<file path="config.mk">
export PLATFORM = sky130hd
export DESIGN_NAME = cdc_uart_bridge
export DESIGN_NICKNAME = d
export VERILOG_FILES = /design/src/rtl/cdc_uart_pkg.sv /design/src/rtl/sync_fifo.sv /design/src/rtl/cdc_uart_bridge.sv
export SDC_FILE = /design/constraint.sdc
export NUM_CORES = 1
export LEC_CHECK = 0
export ABC_CLOCK_PERIOD_IN_PS = 4000
export BUFFER_PORTS_ARGS = -buffer_cell sky130_fd_sc_hd__buf_2
export CAP_MARGIN = 20
export CORE_MARGIN = 5
export CORE_UTILIZATION = 62
export CTS_CLUSTER_DIAMETER = 150
export CTS_CLUSTER_SIZE = 14
export DETAILED_ROUTE_END_ITERATION = 12
export GPL_TIMING_DRIVEN = 0
export PLACE_DENSITY = 0.85
export RECOVER_POWER = 50
export SETUP_SLACK_MARGIN = 0.02
export SYNTH_ARGS = -nofsm -noshare
export SYNTH_HDL_FRONTEND = slang
export SYNTH_SLANG_ARGS = --single-unit
</file>
<file path="constraint.sdc">
create_clock -name clk_i -period 4 [get_ports clk_i]
set_input_delay 0.6 -clock clk_i [delete_from_list [all_inputs] [get_ports clk_i]]
set_output_delay 0.6 -clock clk_i [all_outputs]
set_load 0.02 [all_outputs]
</file>
<file path="src/rtl/cdc_uart_pkg.sv">
// Shared constants for the CDC byte-stream <-> UART bridge: FSM encodings,
// synchronizer depth and a width helper.
package cdc_uart_pkg;

  localparam logic [1:0] TX_IDLE  = 2'd0;
  localparam logic [1:0] TX_START = 2'd1;
  localparam logic [1:0] TX_DATA  = 2'd2;
  localparam logic [1:0] TX_STOP  = 2'd3;

  localparam logic [2:0] RX_IDLE      = 3'd0;
  localparam logic [2:0] RX_START     = 3'd1;
  localparam logic [2:0] RX_DATA      = 3'd2;
  localparam logic [2:0] RX_STOP      = 3'd3;
  localparam logic [2:0] RX_WAIT_HIGH = 3'd4;

  localparam int SYNC_STAGES = 2;

  // Smallest r with (1 << r) >= v.
  function automatic int clog2(input int v);
    int r;
    r = 0;
    for (int i = 0; i < 31; i++)
      if ((1 << i) < v) r = i + 1;
    return r;
  endfunction

endpackage

</file>
<file path="src/rtl/sync_fifo.sv">
// First-word-fallthrough FIFO with registered full/empty flags; a push into a
// registered-full FIFO is refused even if a pop happens in the same cycle.
module sync_fifo
  import cdc_uart_pkg::*;
#(
  parameter int WIDTH = 8,
  parameter int DEPTH = 16
) (
  input  logic             clk_i,
  input  logic             rstn_i,
  input  logic             push_i,
  input  logic [WIDTH-1:0] data_i,
  input  logic             pop_i,
  output logic [WIDTH-1:0] data_o,
  output logic             full_o,
  output logic             empty_o
);

  localparam int AW = clog2(DEPTH);

  logic [AW:0]      wr_q, wr_d, rd_q, rd_d;
  logic             full_q, full_d, empty_q, empty_d;
  logic             do_push, do_pop;
  logic [WIDTH-1:0] mem_q [DEPTH];

  always_comb begin
    do_push = push_i & ~full_q;
    do_pop  = pop_i & ~empty_q;
    wr_d    = wr_q + {{AW{1'b0}}, do_push};
    rd_d    = rd_q + {{AW{1'b0}}, do_pop};
    full_d  = (wr_d[AW] != rd_d[AW]) && (wr_d[AW-1:0] == rd_d[AW-1:0]);
    empty_d = (wr_d == rd_d);
  end

  always_ff @(posedge clk_i or negedge rstn_i) begin
    if (!rstn_i) begin
      wr_q    <= '0;
      rd_q    <= '0;
      full_q  <= 1'b0;
      empty_q <= 1'b1;
    end else begin
      wr_q    <= wr_d;
      rd_q    <= rd_d;
      full_q  <= full_d;
      empty_q <= empty_d;
    end
  end

  always_ff @(posedge clk_i) begin
    if (do_push) mem_q[wr_q[AW-1:0]] <= data_i;
  end

  // Storage is not reset, so the head is masked to zero while empty.
  assign data_o  = empty_q ? '0 : mem_q[rd_q[AW-1:0]];
  assign full_o  = full_q;
  assign empty_o = empty_q;

endmodule

</file>
<file path="src/rtl/cdc_uart_bridge.sv">
// CDC bulk OUT bytes -> UART TX (8N1, LSB first), UART RX -> CDC bulk IN bytes,
// each direction buffered by a FWFT FIFO, all in the clk_i domain.
module cdc_uart_bridge
  import cdc_uart_pkg::*;
#(
  parameter int BIT_CYCLES = 417,
  parameter int FIFO_DEPTH = 16
) (
  input  logic       clk_i,
  input  logic       rstn_i,
  input  logic [7:0] out_data_i,
  input  logic       out_valid_i,
  output logic       out_ready_o,
  output logic [7:0] in_data_o,
  output logic       in_valid_o,
  input  logic       in_ready_i,
  output logic       uart_tx_o,
  input  logic       uart_rx_i,
  output logic       frame_err_o,
  output logic       rx_overrun_o
);

  localparam int             CW       = clog2(BIT_CYCLES);
  localparam logic [CW-1:0]  CNT_LAST = CW'(BIT_CYCLES - 1);
  localparam logic [CW-1:0]  CNT_MID  = CW'(BIT_CYCLES / 2 - 1);

  logic       rdy_en_q;
  logic       tx_full, tx_empty, tx_pop;
  logic [7:0] tx_head;
  logic       rx_full, rx_empty, rx_push;

  always_ff @(posedge clk_i or negedge rstn_i) begin
    if (!rstn_i) rdy_en_q <= 1'b0;
    else         rdy_en_q <= 1'b1;
  end

  assign out_ready_o = rdy_en_q & ~tx_full;
  assign in_valid_o  = ~rx_empty;

  sync_fifo #(.WIDTH(8), .DEPTH(FIFO_DEPTH)) u_tx_fifo (
    .clk_i, .rstn_i,
    .push_i (out_valid_i & rdy_en_q),
    .data_i (out_data_i),
    .pop_i  (tx_pop),
    .data_o (tx_head),
    .full_o (tx_full),
    .empty_o(tx_empty)
  );

  // ---------------- TX ----------------
  logic [1:0]    tx_state_q, tx_state_d;
  logic [CW-1:0] tx_cnt_q, tx_cnt_d;
  logic [2:0]    tx_idx_q, tx_idx_d;
  logic [7:0]    tx_shift_q, tx_shift_d;
  logic          tx_line_q, tx_line_d;
  logic          tx_last;

  always_comb begin
    tx_state_d = tx_state_q;
    tx_idx_d   = tx_idx_q;
    tx_shift_d = tx_shift_q;
    tx_line_d  = tx_line_q;
    tx_pop     = 1'b0;
    tx_last    = (tx_cnt_q == CNT_LAST);
    tx_cnt_d   = (tx_state_q == TX_IDLE || tx_last) ? '0 : tx_cnt_q + CW'(1);
    case (tx_state_q)
      TX_IDLE: if (!tx_empty) begin
        tx_pop     = 1'b1;
        tx_shift_d = tx_head;
        tx_state_d = TX_START;
        tx_line_d  = 1'b0;
      end
      TX_START: if (tx_last) begin
        tx_state_d = TX_DATA;
        tx_idx_d   = 3'd0;
        tx_line_d  = tx_shift_q[0];
      end
      TX_DATA: if (tx_last) begin
        if (tx_idx_q == 3'd7) begin
          tx_state_d = TX_STOP;
          tx_line_d  = 1'b1;
        end else begin
          tx_idx_d   = tx_idx_q + 3'd1;
          tx_shift_d = tx_shift_q >> 1;
          tx_line_d  = tx_shift_q[1];
        end
      end
      TX_STOP: if (tx_last) begin
        // Back-to-back frames: reload straight into START with no idle bit.
        if (!tx_empty) begin
          tx_pop     = 1'b1;
          tx_shift_d = tx_head;
          tx_state_d = TX_START;
          tx_line_d  = 1'b0;
        end else begin
          tx_state_d = TX_IDLE;
          tx_line_d  = 1'b1;
        end
      end
      default: begin
        tx_state_d = TX_IDLE;
        tx_line_d  = 1'b1;
      end
    endcase
  end

  always_ff @(posedge clk_i or negedge rstn_i) begin
    if (!rstn_i) begin
      tx_state_q <= TX_IDLE;
      tx_cnt_q   <= '0;
      tx_idx_q   <= '0;
      tx_shift_q <= '0;
      tx_line_q  <= 1'b1;
    end else begin
      tx_state_q <= tx_state_d;
      tx_cnt_q   <= tx_cnt_d;
      tx_idx_q   <= tx_idx_d;
      tx_shift_q <= tx_shift_d;
      tx_line_q  <= tx_line_d;
    end
  end

  assign uart_tx_o = tx_line_q;

  // ---------------- RX ----------------
  logic [SYNC_STAGES:0] rx_sync_q, rx_sync_d;
  logic [2:0]           rx_state_q, rx_state_d;
  logic [CW-1:0]        rx_cnt_q, rx_cnt_d;
  logic [2:0]           rx_idx_q, rx_idx_d;
  logic [7:0]           rx_shift_q, rx_shift_d;
  logic                 ferr_q, ferr_d, ovr_q, ovr_d;
  logic                 rx_bit, rx_fall, rx_last;

  assign rx_sync_d = {rx_sync_q[SYNC_STAGES-1:0], uart_rx_i};
  assign rx_bit    = rx_sync_q[SYNC_STAGES-1];
  assign rx_fall   = rx_sync_q[SYNC_STAGES] & ~rx_sync_q[SYNC_STAGES-1];
  assign rx_last   = (rx_cnt_q == CNT_LAST);

  always_comb begin
    rx_state_d = rx_state_q;
    rx_cnt_d   = rx_cnt_q + CW'(1);
    rx_idx_d   = rx_idx_q;
    rx_shift_d = rx_shift_q;
    ferr_d     = 1'b0;
    ovr_d      = 1'b0;
    rx_push    = 1'b0;
    case (rx_state_q)
      RX_IDLE: begin
        rx_cnt_d = '0;
        if (rx_fall) rx_state_d = RX_START;
      end
      RX_START: if (rx_cnt_q == CNT_MID) begin
        rx_cnt_d   = '0;
        rx_idx_d   = 3'd0;
        rx_state_d = rx_bit ? RX_IDLE : RX_DATA;
      end
      RX_DATA: if (rx_last) begin
        rx_cnt_d   = '0;
        rx_shift_d = {rx_bit, rx_shift_q[7:1]};
        if (rx_idx_q == 3'd7) rx_state_d = RX_STOP;
        else                  rx_idx_d   = rx_idx_q + 3'd1;
      end
      RX_STOP: if (rx_last) begin
        rx_cnt_d = '0;
        if (rx_bit) begin
          rx_state_d = RX_IDLE;
          if (rx_full) ovr_d   = 1'b1;
          else         rx_push = 1'b1;
        end else begin
          ferr_d     = 1'b1;
          rx_state_d = RX_WAIT_HIGH;
        end
      end
      RX_WAIT_HIGH: begin
        rx_cnt_d = '0;
        if (rx_bit) rx_state_d = RX_IDLE;
      end
      default: begin
        rx_cnt_d   = '0;
        rx_state_d = RX_IDLE;
      end
    endcase
  end

  always_ff @(posedge clk_i or negedge rstn_i) begin
    if (!rstn_i) begin
      rx_sync_q  <= '1;
      rx_state_q <= RX_IDLE;
      rx_cnt_q   <= '0;
      rx_idx_q   <= '0;
      rx_shift_q <= '0;
      ferr_q     <= 1'b0;
      ovr_q      <= 1'b0;
    end else begin
      rx_sync_q  <= rx_sync_d;
      rx_state_q <= rx_state_d;
      rx_cnt_q   <= rx_cnt_d;
      rx_idx_q   <= rx_idx_d;
      rx_shift_q <= rx_shift_d;
      ferr_q     <= ferr_d;
      ovr_q      <= ovr_d;
    end
  end

  sync_fifo #(.WIDTH(8), .DEPTH(FIFO_DEPTH)) u_rx_fifo (
    .clk_i, .rstn_i,
    .push_i (rx_push),
    .data_i (rx_shift_q),
    .pop_i  (in_ready_i),
    .data_o (in_data_o),
    .full_o (rx_full),
    .empty_o(rx_empty)
  );

  assign frame_err_o  = ferr_q;
  assign rx_overrun_o = ovr_q;

endmodule

</file>
== Word-level counts from Yosys, hierarchy flattened ==
Memory sizes are Yosys's and may differ from the RTL's.
Index checks and enable logic that the tools add are counted.
Cells by class
  multiplexer cells: 59
  bitwise gates (word level): 12
  reduce and logical (&&, ||, !) cells: 16
  $add $sub $neg: 8
  equality and inequality tests: 31
Operators by type and width (count)
  8-bit 2-to-1 mux: 5
  3-bit 2-to-1 mux: 13
  9-bit 2-to-1 mux: 3
  2-bit != test (second input constant): 13
  1-bit 2-to-1 mux: 24
  8-bit one-hot mux with 3 select lines: 1
  5-bit by 1-bit adder with 5-bit output: 4
  9-bit by 1-bit adder with 9-bit output (second input constant): 2
  9-bit equality test (second input constant): 2
  9-bit one-hot mux with 2 select lines: 1
  4-bit AND reduction: 4
  3-bit one-hot mux with 5 select lines: 1
  2-bit 2-to-1 mux: 6
  3-bit one-hot mux with 2 select lines: 2
  5-bit equality test: 2
  3-bit equality test (second input constant): 3
  9-bit by 8-bit equality test with 1-bit output (second input constant): 1
  4-bit equality test: 2
  2-bit one-hot mux with 4 select lines: 1
  1-bit AND: 7
  3-bit by 1-bit adder with 3-bit output (second input constant): 2
  3-bit by 2-bit equality test with 1-bit output (second input constant): 2
  6-bit AND reduction: 1
  1-bit NOT: 5
  15 further kinds: 19
Storage, ports and cells
  logic and storage cells: 149
  output and inout port bits: 13
  input bits: 13
  memory bits (writable): 256
  bits in registers: 76
  memories kept: 2
Memory list
  u_rx_fifo.mem_q: depth 16, width 8, rd ports 1, clocked after Yosys merged registers in 0, write ports 1, RTL line sync_fifo.sv:24  | logic [WIDTH-1:0] mem_q [DEPTH];
  u_tx_fifo.mem_q: depth 16, width 8, rd ports 1, clocked after Yosys merged registers in 0, write ports 1, RTL line sync_fifo.sv:24

== Depth between registers and ports, before layout ==
  word-level depth: 8
  depth in mapped cells: 11
  mapped depth without buffers: 11

== Cells and area by module ==
A second synthesis with hierarchy kept.
Second synthesis, totals
  cells, all modules: 767
  area, all modules: 13753.2 µm²
By module, submodules not included
  sync_fifo (u_tx_fifo): seq. area each 4145.2 µm², cells an instance 266, area each 5569.1 µm², times used 1
  sync_fifo (u_rx_fifo): seq. area each 4145.2 µm², cells an instance 262, area each 5531.6 µm², times used 1
  cdc_uart_bridge: seq. area each 1306.3 µm², cells an instance 239, area each 2652.5 µm², times used 1

== Worst setup path after synthesis ==
Ideal clock, no wire load.
  path kind: reg-to-reg
  start point: reg rx_cnt_q[0]
  end point: reg u_rx_fifo.full_q, in the netlist u_rx_fifo.full_o
  library setup time: 0.088 ns
  cell stages (with the launch flop): 12
  data required time: 3.912 ns
  buffers on the path: 0
  slack: 1.458 ns
  arrival time: 2.453 ns
  clock period less this slack: 2.542 ns
  cell sequence: dfrtp_1 -> inv_1 -> ha_1 -> nand4bb_1 -> or3_1 -> nor2_1 -> ha_1 -> ha_1 -> xor2_1 -> xor2_1 -> or3_1 -> nor3b_1
Between the ends
  cells in the longest elaborated chain, start to end: 7
  elaborated cells on any way between the ends: 8
  those cells by class: add/sub: 1; eq/ne: 3; mux: 2; bitwise: 1; reduce/logical: 1
Ends and longest elaborated chain
  start, declared: RTL line cdc_uart_bridge.sv:128  | logic [CW-1:0] rx_cnt_q, rx_cnt_d;
  start signal, assigned: RTL line cdc_uart_bridge.sv:197  | rx_cnt_q <= rx_cnt_d;
  9-bit equality test: RTL line cdc_uart_bridge.sv:137  | assign rx_last = (rx_cnt_q == CNT_LAST);
  1-bit 2-to-1 mux: RTL line cdc_uart_bridge.sv:163  | RX_STOP: if (rx_last) begin
  1-bit 2-to-1 mux: RTL line cdc_uart_bridge.sv:147  | case (rx_state_q)
  1-bit AND: RTL line sync_fifo.sv:27  | do_push = push_i & ~full_q;
  5-bit by 1-bit adder with 5-bit output: RTL line sync_fifo.sv:29  | wr_d = wr_q + {{AW{1'b0}}, do_push};
  named net u_rx_fifo.wr_d[2]: RTL line sync_fifo.sv:21  | logic [AW:0] wr_q, wr_d, rd_q, rd_d;
  4-bit equality test: RTL line sync_fifo.sv:31  | full_d = (wr_d[AW] != rd_d[AW]) && (wr_d[AW-1:0] == rd_d[AW-1:0]);
  1-bit logical AND: RTL line sync_fifo.sv:31
  named net u_rx_fifo.full_d: RTL line sync_fifo.sv:22  | logic full_q, full_d, empty_q, empty_d;
  end signal, assigned: RTL line sync_fifo.sv:44  | full_q <= full_d;
  end, declared: RTL line sync_fifo.sv:22
The timed path passes the listed nets, and every way through them passes these cells.
A chain may end at the register's enable or synchronous reset.

== Worst setup path after layout ==
  start point: reg u_rx_fifo.rd_q[1]
  end point: out in_data_o[6]
Between the ends
  cells in the longest elaborated chain, start to end: 2
Ends and longest elaborated chain
  start, declared: RTL line sync_fifo.sv:21
  start signal, assigned: RTL line sync_fifo.sv:43  | rd_q <= rd_d;
  memory read 16 x 8 bit
  8-bit 2-to-1 mux: RTL line sync_fifo.sv:54  | assign data_o = empty_q ? '0 : mem_q[rd_q[AW-1:0]];
  end, declared: RTL line cdc_uart_bridge.sv:14  | output logic [7:0] in_data_o,
Every way passes these cells.

==> flow_summary.yaml <==
status:
  status: "finished, violations left"
  violations: "max-capacitance violations, max-slew violations"
drt:
  vias: 6962
  postRouteAntennaNets: 0
  route.detailed.drc: 0
  routed_via_density: 6.211
  post_drt_wl_per_cell_um: 23.38
  drt_first_pass_iters: 4
  drtIter0Drc: 516
  wirelength_um: 26210
placed_design:
  port-buffer-count: 25
  hpwl_um: 17600
  gp_congestion: 0.8948
worst_setup_path:
  slowest_stage: "clkbuf_1"
  start_kind: "register"
  required_ps: 3400
  slowest_delay_ps: 590
  arrival_ps: 3070
  worst-path-buf-inv: 3
  crit_family: "buffers and inverters"
  path_class: "reg2out"
  cp-end-kind: "output pin"
  crit_chain: "clkbuf_1 -> clkbuf_1 -> mux4_2 -> mux4_2 -> and2_1 -> buf_2"
  r2r-start: "rx_cnt_q[0]"
  critPathLaunch: "u_rx_fifo.rd_q[1]"
  cp_max_fo: 10
job:
  maxCapViolCount: 1
grt:
  grt_max_degree: 77
  grt_pass1_vias: 7344
  grt_use_total: 0.2189
  grt_pass1_wl_um: 41200
  overflow: 0
  antenna_found_initial: 0
floorplan:
  placementRows: 54
  dieArea_um2: 24880
  start_util: 0.6240
  core_um2: 21690
  die_w_um: 157.7
  ios: 26
  dieHeight_um: 157.7
timing:
  fin_setup_tns_ps: 0
  worst_pin_slew_ps: 1853
  fmax_mhz: 272.6
  rsz0062_at_grt: "false"
  slew_headroom: -0.2356
  worst_clock_skew_ps: 11.19
  fin_crit_sh: 0.9172
  drv_slew: 77
  setup_viol: 0
  hold_ws_ps: 157.3
  finalHoldViolCount: 0
  finalCriticalPeriod_ps: 3669
clock_network:
  root_buffer: "clkbuf_16"
  cts_buffer_depth: 3
  path_clk_slew_ps: 70
  htree_levels: 1
  cts_buffers: 27
  cts_setup_buffers: 0
  cts.sinks: 332
  ctsResizeCount: 0
  cts_hold_buf: 0
  clock_latency_ps: 540
  cts_tree: "built"
synthesis:
  synth_area_um2: 13530
  synth_cell_type_count: 57
  synth_edf_count: 256
  async_reset_ff_frac: 0.2289
  synth-seq-cells: 332
  syn_inst: 758
  yosys_warnings: 0
  ys.flop_type: "edfxtp_1"
  syn_nets: 793
  seq_area_frac_synth: 0.7091
  syn_avg_cell_area_um2: 17.85
final_layout:
  layout_commonest_cell: "edfxtp_1"
  syn2layout_area_growth_pct: 9.708
  final_core_util: 0.6846
  final_nets: 855
  final_cell_mix: "edfxtp_1, mux4_2, dfrtp_1"
  n_antenna_cell: 0
  drive_gt1_frac: 0.1914
power:
  peakVddDrop_v: 0.0006717
  powerDensity_nw_per_um2: 513.2
  total_leakage_power_nw: 4.945
min_path:
  worstHoldStart: "uart_rx_i"
  min-delay-path-class: "in2reg"
[metrics by stage]
| stage | instances | instance area, um^2 | worst slack (ps) | power (mW) |
|---|---|---|---|---|
| finish | 1121 | 14850 | 331.2 | 7.619 |
| global route | 1121 | 14850 | 216.4 | 7.932 |
| CTS | 1118 | 14840 | 284.4 | 7.671 |
| detailed placement | 1068 | 14050 | 893.4 | 5.230 |
| global placement | 1063 | 14010 | 721.2 | 5.147 |
| floorplan | 758 | 13530 | 1458 | 4.880 |
[report_power, final]
group	total [mW]	leakage, nW	internal, mW	switching (mW)
combinational	1.15	1.47	0.486	0.659
sequential	4.01	3.10	3.87	0.139
clock	2.46	0.376	1.34	1.13
total	7.62	4.95	5.69	1.92
[synth_stat cells, drive strengths merged, types with 6 or more instances]
master | count | share of area
and2 | 12 | 0.0055
a31oi | 7 | 0.0032
a21oi | 12 | 0.0044
a21o | 7 | 0.0039
buf | 11 | 0.0044
clkbuf | 21 | 0.0059
nor2b | 10 | 0.0046
nand2 | 19 | 0.0053
dfrtp | 70 | 0.13
xor2 | 26 | 0.017
nor3 | 15 | 0.0055
nand2b | 11 | 0.0051
ha | 22 | 0.020
mux4 | 72 | 0.12
inv | 14 | 0.0039
edfxtp | 256 | 0.57
a22oi | 18 | 0.010
nand3 | 16 | 0.0059
nor2 | 55 | 0.015
mux2 | 12 | 0.010
dfstp | 6 | 0.012
xnor2 | 10 | 0.0065
[flip-flops by register name (all words and copies together), names as in the netlist, 5 cells and up]
signal and count:
u_tx_fifo.wr_q 5, tx_cnt_q 9, u_rx_fifo.wr_q 5, u_rx_fifo.rd_q 5, u_rx_fifo.mem_q 128, u_tx_fifo.rd_q 5
tx_shift_q 8, rx_shift_q 8, rx_cnt_q 9, u_tx_fifo.mem_q 128
[metal layers]
metal,vias to the layer above,GRT usage,part of all wire
met5,-,0,0
met4,0,0.06022,0.023
met3,41,0.02433,0.048
met2,223,0.4013,0.54
met1,3605,0.2796,0.38
li1,3093,-,-
[layout make-up]
cell class	instances	area (um^2)
plain buffers	32	140.1
clock buffers	48	754.5
clock inverters	2	38.79
fillers	1292	6842
inverters	14	52.55
multi-input cells	380	3744
flip-flops and latches	332	9597
well taps	280	350.3
repair buffers	33	170.2
[worst register-to-register path, delay by kind of cell, from the launching register on]
kind	cells	cell delay, ps
fa+ha+maj	1	180
buf+inv	2	350
flops	1	410
simple gates	4	1680
[final timing paths]
| kind | slack [ps] | cells past startpoint | to |
|---|---|---|---|
| worst max-delay path | 330 | 6 | in_data_o[6] |
| worst min-delay path | 160 | 1 | rx_sync_q[0] |
| worst max register to register | 1090 | 7 | u_rx_fifo.mem_q[0][4] |
| worst min register to register | 370 | 0 | rx_sync_q[1] |
| max in group asynchronous | 2320 | 1 | rx_shift_q[4] |
| min in group asynchronous | 540 | 1 | rx_overrun_o |
[cells by family after synthesis]
logic type | after synthesis | synth area share
AO/OA/AOI/OAI | 64 | 0.03375
XOR/XNOR | 36 | 0.02330
AND/OR/NAND/NOR | 172 | 0.06842
multiplexers | 85 | 0.1305
buffers and inverters | 46 | 0.01424
adder cells (fa/ha/maj) | 22 | 0.02034
flip-flops | 332 | 0.7091
other | 1 | 0.0002771
Power figures use the tool's default switching activity.
